File: config.mk
export PLATFORM = sky130hd
export DESIGN_NAME = uart_frame_parser
export DESIGN_NICKNAME = d
export VERILOG_FILES = /design/src/rtl/uart_pkg.sv /design/src/rtl/uart_gap_timer.sv /design/src/rtl/uart_frame_parser.sv
export SDC_FILE = /design/constraint.sdc
export NUM_CORES = 1
export LEC_CHECK = 0
export CORE_ASPECT_RATIO = 0.9
export CORE_MARGIN = 2
export CORE_UTILIZATION = 50
export DETAILED_ROUTE_END_ITERATION = 10
export PLACE_DENSITY = 0.68
export RECOVER_POWER = 50
export SYNTH_ARGS = -nofsm -noshare
export SYNTH_HDL_FRONTEND = slang
export SYNTH_SLANG_ARGS = --single-unit
File: constraint.sdc
create_clock -name clock -period 2.8 [get_ports clock]
set_clock_uncertainty 0.1 [all_clocks]
set_input_delay 0.56 -clock clock [delete_from_list [all_inputs] [get_ports clock]]
set_output_delay 0.56 -clock clock [all_outputs]
set_load 0.01 [all_outputs]
File: src/rtl/uart_pkg.sv
// Shared definitions for the UART framing stage.
// Holds the start-of-frame default, the error codes reported on err_code,
// the parser state encoding and the default inter-byte timeout, which is
// derived from the UART bit time.
package uart_pkg;

  // One UART bit time in system clocks: 27 MHz / 115200 baud, rounded down.
  localparam int CLK_HZ        = 27_000_000;
  localparam int BAUD_RATE     = 115_200;
  localparam int BAUD_TICKS    = CLK_HZ / BAUD_RATE;

  // Allowed silence between two bytes of one frame, as a number of bit times.
  localparam int TIMEOUT_BIT_TIMES      = 20;
  localparam int DEFAULT_TIMEOUT_CYCLES = TIMEOUT_BIT_TIMES * BAUD_TICKS;

  localparam logic [7:0] DEFAULT_SOF = 8'hA5;

  // Values driven on err_code while err is high.
  localparam logic [1:0] ERR_CSUM    = 2'd0;
  localparam logic [1:0] ERR_LEN     = 2'd1;
  localparam logic [1:0] ERR_TIMEOUT = 2'd2;
  localparam logic [1:0] ERR_OVERRUN = 2'd3;

  typedef enum logic [2:0] {
    WAIT_SOF    = 3'd0,
    GET_CMD     = 3'd1,
    GET_LEN     = 3'd2,
    GET_PAYLOAD = 3'd3,
    GET_CSUM    = 3'd4,
    HOLD        = 3'd5
  } parser_state_t;

endpackage

File: src/rtl/uart_gap_timer.sv
// Inter-byte gap timer.
// Counts idle clocks while enabled and raises expire combinationally once
// the count reaches TIMEOUT_CYCLES-1. A clear (a byte arriving) in the same
// cycle suppresses expire, so a late byte always wins over the timeout.
// The count saturates; the parser leaves the enabling states on expiry,
// which drops enable and keeps expire to a single cycle.
//
// Ports:
//   clock    system clock
//   n_reset  asynchronous active-low reset
//   clear    restart the gap count (a byte was received)
//   enable   count only while a frame is being assembled
//   expire   high for the cycle in which the gap limit is reached
module uart_gap_timer
  import uart_pkg::*;
#(
  parameter int TIMEOUT_CYCLES = DEFAULT_TIMEOUT_CYCLES
) (
  input  logic clock,
  input  logic n_reset,
  input  logic clear,
  input  logic enable,
  output logic expire
);

  localparam logic [15:0] LIMIT = 16'(TIMEOUT_CYCLES - 1);

  logic [15:0] count;

  always_ff @(posedge clock or negedge n_reset) begin
    if (!n_reset) begin
      count <= '0;
    end else if (clear || !enable) begin
      count <= '0;
    end else if (count != LIMIT) begin
      count <= count + 16'd1;
    end
  end

  assign expire = enable && !clear && (count == LIMIT);

endmodule

File: src/rtl/uart_frame_parser.sv
// Byte-level frame parser sitting behind the UART receiver.
// Assembles frames SOF, CMD, LEN, PAYLOAD[LEN], CSUM where CSUM is the XOR
// of CMD, LEN and every payload byte. A good frame is held (frame_pending)
// until the consumer acks it; the payload is read through rd_addr/rd_data.
// Malformed frames produce a one-cycle err pulse with err_code.
//
// Ports:
//   clock, n_reset     system clock, asynchronous active-low reset
//   rx_data, rx_valid  received byte and its one-cycle strobe
//   frame_valid        one-cycle pulse when a good frame is latched
//   frame_pending      high while a good frame is held awaiting frame_ack
//   frame_ack          consumer releases the held frame
//   frame_cmd          CMD byte of the held frame
//   frame_len          LEN byte of the held frame
//   rd_addr, rd_data   combinational payload read port
//   err, err_code      one-cycle error pulse and its cause
module uart_frame_parser
  import uart_pkg::*;
#(
  parameter int         MAX_LEN        = 16,
  parameter logic [7:0] SOF_BYTE       = DEFAULT_SOF,
  parameter int         TIMEOUT_CYCLES = DEFAULT_TIMEOUT_CYCLES,
  parameter int         ADDR_W         = $clog2(MAX_LEN)
) (
  input  logic              clock,
  input  logic              n_reset,
  input  logic [7:0]        rx_data,
  input  logic              rx_valid,
  output logic              frame_valid,
  output logic              frame_pending,
  input  logic              frame_ack,
  output logic [7:0]        frame_cmd,
  output logic [7:0]        frame_len,
  input  logic [ADDR_W-1:0] rd_addr,
  output logic [7:0]        rd_data,
  output logic              err,
  output logic [1:0]        err_code
);

  localparam logic [7:0] MAX_LEN_B = 8'(MAX_LEN);

  parser_state_t state;
  logic [7:0]    cmd_q;
  logic [7:0]    len_q;
  logic [7:0]    idx;
  logic [7:0]    csum;

  logic [7:0]        payload_buf [MAX_LEN];
  logic              wr_en;
  logic [ADDR_W-1:0] wr_addr;

  logic gap_en;
  logic gap_expire;

  // The gap timer only runs while a frame is partially received.
  assign gap_en = (state == GET_CMD) || (state == GET_LEN) ||
                  (state == GET_PAYLOAD) || (state == GET_CSUM);

  uart_gap_timer #(
    .TIMEOUT_CYCLES(TIMEOUT_CYCLES)
  ) u_gap_timer (
    .clock  (clock),
    .n_reset(n_reset),
    .clear  (rx_valid),
    .enable (gap_en),
    .expire (gap_expire)
  );

  // Payload storage. Writes happen only while collecting payload, so the
  // contents stay stable for the whole time a frame is held.
  assign wr_en   = (state == GET_PAYLOAD) && rx_valid;
  assign wr_addr = idx[ADDR_W-1:0];

  // NOTE: the payload array has no reset; every location read for a frame is
  // written by that frame first, and leaving it out keeps it a plain RAM.
  always_ff @(posedge clock) begin
    if (wr_en) begin
      payload_buf[wr_addr] <= rx_data;
    end
  end

  assign rd_data = payload_buf[rd_addr];

  // NOTE: all state and registered outputs use non-blocking assignments so
  // every branch below sees the values from before this clock edge.
  always_ff @(posedge clock or negedge n_reset) begin
    if (!n_reset) begin
      state         <= WAIT_SOF;
      cmd_q         <= '0;
      len_q         <= '0;
      idx           <= '0;
      csum          <= '0;
      frame_valid   <= 1'b0;
      frame_pending <= 1'b0;
      frame_cmd     <= '0;
      frame_len     <= '0;
      err           <= 1'b0;
      err_code      <= '0;
    end else begin
      frame_valid <= 1'b0;
      err         <= 1'b0;

      case (state)
        WAIT_SOF: begin
          if (rx_valid && (rx_data == SOF_BYTE)) begin
            csum  <= '0;
            state <= GET_CMD;
          end
        end

        GET_CMD: begin
          if (rx_valid) begin
            cmd_q <= rx_data;
            csum  <= csum ^ rx_data;
            state <= GET_LEN;
          end
        end

        GET_LEN: begin
          if (rx_valid) begin
            if (rx_data > MAX_LEN_B) begin
              err      <= 1'b1;
              err_code <= ERR_LEN;
              state    <= WAIT_SOF;
            end else begin
              len_q <= rx_data;
              idx   <= '0;
              csum  <= csum ^ rx_data;
              state <= (rx_data == 8'd0) ? GET_CSUM : GET_PAYLOAD;
            end
          end
        end

        GET_PAYLOAD: begin
          if (rx_valid) begin
            csum <= csum ^ rx_data;
            idx  <= idx + 8'd1;
            if (idx == (len_q - 8'd1)) begin
              state <= GET_CSUM;
            end
          end
        end

        GET_CSUM: begin
          if (rx_valid) begin
            if (rx_data == csum) begin
              frame_valid   <= 1'b1;
              frame_pending <= 1'b1;
              frame_cmd     <= cmd_q;
              frame_len     <= len_q;
              state         <= HOLD;
            end else begin
              err      <= 1'b1;
              err_code <= ERR_CSUM;
              state    <= WAIT_SOF;
            end
          end
        end

        HOLD: begin
          if (frame_ack) begin
            // The ack frees the buffer this cycle, so a byte arriving with it
            // is treated exactly as if we were already waiting for SOF.
            frame_pending <= 1'b0;
            if (rx_valid && (rx_data == SOF_BYTE)) begin
              csum  <= '0;
              state <= GET_CMD;
            end else begin
              state <= WAIT_SOF;
            end
          end else if (rx_valid) begin
            err      <= 1'b1;
            err_code <= ERR_OVERRUN;
          end
        end

        default: state <= WAIT_SOF;
      endcase

      // Expiry is already masked by a same-cycle byte and by the state, so
      // this never collides with another error above.
      if (gap_expire) begin
        err      <= 1'b1;
        err_code <= ERR_TIMEOUT;
        state    <= WAIT_SOF;
      end
    end
  end

endmodule

==> results by group <==
Clocking
  • Clock net sink count: 200
  • Max clock buf depth: 2
  • Worst-skew pair later-pin latency: approximately 0.43 ns
  • Hold bufs inserted after CTS: 0
  • Number of CTS-inserted buffers: 17
  • Post CTS Setup Buffer Count: 0
  • TritonCTS clock tree: done
  • Clock root cell: clkbuf_16
  • H-tree Lvls: 4
  • Worst-path clk slew: approximately 0.070 ns

Logic synthesis
  • Register area share after synthesis: 0.6502
  • Post-Synthesis Cells: 569
  • Top cell type's share of synthesized area: 0.4427
  • Async set-reset flop share out of synthesis: 0.3600
  • Post-Syn Area per Cell: between 15 and 20 um2
  • Largest area contributor in the netlist: edfxtp_1
  • Mapped cell area: 8682 um2
  • FF+latch count, synth: 200
  • Ys flop type: edfxtp_1
  • Yosys warning count: 0
  • Mapped Nets: 591
  • Number of synthesized flops with an enable pin: 128
  • Synth area leaders: edfxtp_1 (44%), dfrtp_1 (21%), mux4_2 (10%), mux2_2 (3.4%), nor2_1 (2.3%)
  • Post-synth cell types: 55

Run status
  • Status: complete, but fails checks
  • Failing checks: capacitance limit, slew limit

Power and ir drop
  • Overall Power: just under 8 mW
  • Power Density: 748.3 nW/um2
  • Leakage power: between 3 and 4 nW
  • Worst vdd ir: roughly 0.48 mV

Worst setup path
  • Maximum fanout along the worst path: 5
  • Worst EP arrival: 2.14 ns
  • Setup crit start kind: input pin
  • Internal reg-to-reg setup slack: about 0.42 ns
  • Worst setup path class: in2out
  • CP required: between 2 and 2.5 ns
  • Crit. End Element: output port

Placement
  • Count of buffers from port buffering: 44
  • Placed insts: ~880
  • Worst slack at placement: -0.5123 ns
  • Post-DP HPWL: 12190 um
  • Gpl congestion: 0.8391

Global routing
  • Wire length of the first global-routing pass: 30200 um
  • Initial antenna violation count: 0
  • Gr ovfl total: 0
  • Largest net degree at the start of global routing: 42
  • Vias in the first global route: 5367
  • GR Util All Layers: 0.2239

Cells and area
  • Diode count: 0
  • Commonest non-fill, non-tap cell in the layout: edfxtp_1
  • Share of cells above drive strength 1: 0.2411
  • # fillers: approximately 1200
  • Most frequent cells in the layout: edfxtp_1 (128), dfrtp_1 (72), nor2_1 (53)
  • Post-Layout Cell Count: 911
  • Area Overhead vs Synth: 19.33%
  • Nets: 686

STA
  • Slew Limit Headroom: -0.4855
  • Finish-stage setup viols: 0
  • Post-route setup slack: 0.003746 ns
  • Post-route setup TNS: 0 ns
  • Fmax: about 0.36 GHz
  • Fin. Hold Viols: 0
  • Fin crit period: 2.796 ns
  • RSZ-0062 raised after global routing: yes
  • Final slew viol count: 42
  • Tcrit/Tclk final: 0.9987
  • Worst Max-Slew Pin Slew: ~2.2 ns

Detailed routing
  • DR vias: 5236
  • Residual DRC: 0
  • DR WL/cell: a little over 20 um
  • First-pass iteration count of the detailed router: 6
  • DR iter-0 viols: 403
  • Total Wirelength: 18950 um
  • ANT nets after route: 0
  • Vias per cell: 5.748

Die
  • Ports: 45
  • Die Ht: 129.0 um
  • Full die area: 18440 um2
  • Core Region: between 15000 and 20000 um2
  • Starting Density: 0.5123
  • Die Wd: between 100 and 150 um
  • Row cnt: 45

Min path
  • Hold crit path type: reg2reg

Flow run
  • Max-cap violations: 1
worst paths after layout:
path / startpoint / cells after the start / end
hold reg to reg: frame_len[1]$_DFFE_PN0P_ / 2 / frame_len[1]$_DFFE_PN0P_
setup reg to reg: len_q[0]$_DFFE_PN0P_ / 8 / state[0]$_DFFE_PN0P_
min in group asynchronous: n_reset / 1 / frame_cmd[4]$_DFFE_PN0P_
max in group asynchronous: n_reset / 2 / u_gap_timer.count[9]$_DFFE_PN0N_
setup / recovery: rd_addr[0] / 5 / rd_data[0]
hold / removal: frame_len[1]$_DFFE_PN0P_ / 2 / frame_len[1]$_DFFE_PN0P_
final cells by class:
cell class / instances / area, um2 / area share
Clock inverter: 14 / 172.7 / 0.01667
Timing Repair Buffer: 101 / 982.2 / 0.09481
Clock buffer: 17 / 425.4 / 0.04106
Multi-Input combinational cell: 338 / 2818 / 0.2720
Sequential cell: 200 / 5645 / 0.5449
Inverter: 6 / 22.52 / 0.002174
Tap cell: 235 / 294.0 / 0.02838
flip-flops by register name, summed over array words and instances, names as in the netlist, 2 cells and up:
register           cells
u_gap_timer.count     16
state                  3
idx                    8
frame_cmd              8
err_code               2
frame_len              8
csum                   8
len_q                  8
payload_buf          128
cmd_q                  8
where the power goes:
part / total, mW / switching [mW] / internal [mW] / leakage [nW]
Combinational: 1.52 / 0.803 / 0.720 / 1.45
Sequential: 3.77 / 0.330 / 3.44 / 2.11
Clock: 2.46 / 1.18 / 1.28 / 0.291
layer usage:
metal | part of all wire | track usage
met1 | 0.43 | 0.2991
met2 | 0.50 | 0.3712
met3 | 0.063 | 0.06208
met4 | 0.013 | 0.05183
met5 | 0 | 0
critical path: stages:
cell	delay [ns]
buf_6	0.13
bufbuf_16	0.28
mux4_2	0.49
mux4_2	0.50
buf_2	0.16
cells in the mapped netlist (all sizes together), types with 14 or more instances:
cell type  number
nor3           16
xor2           18
nand3          20
xnor2          16
nor2           53
edfxtp        128
mux4           40
o21ai          26
mux2           26
clkbuf         14
dfrtp          72
nand2          30
timing repair:
action	CTS	global route
cloned	3	0
setup endpoints to repair	8	6
gates resized for setup	25	5
stage by stage:
stage	utilization	hold slack, ns	instance area, um2
after global placement	0.5751	0.3702	9747
after global routing	0.6113	0.4169	10360
final	0.6113	0.3886	10360
after CTS	0.6156	0.1889	10430
after detailed placement	0.5751	0.3747	9747
after floorplan	-	0.1644	8682
kinds of logic (layout without fill, tap and decap cells):
group                    count (synthesis)  in the layout  synth area share
buffers and inverters                   31            138           0.02306
AO/OA/AOI/OAI                           58             58           0.04482
XOR/XNOR                                34             34           0.03430
adder cells (fa/ha/maj)                  6              6          0.008647
flip-flops                             200            200            0.6502
multiplexers                            68             68            0.1398
AND/OR/NAND/NOR                        172            172           0.09915
Note: power is estimated with default switching activity, not from simulation.
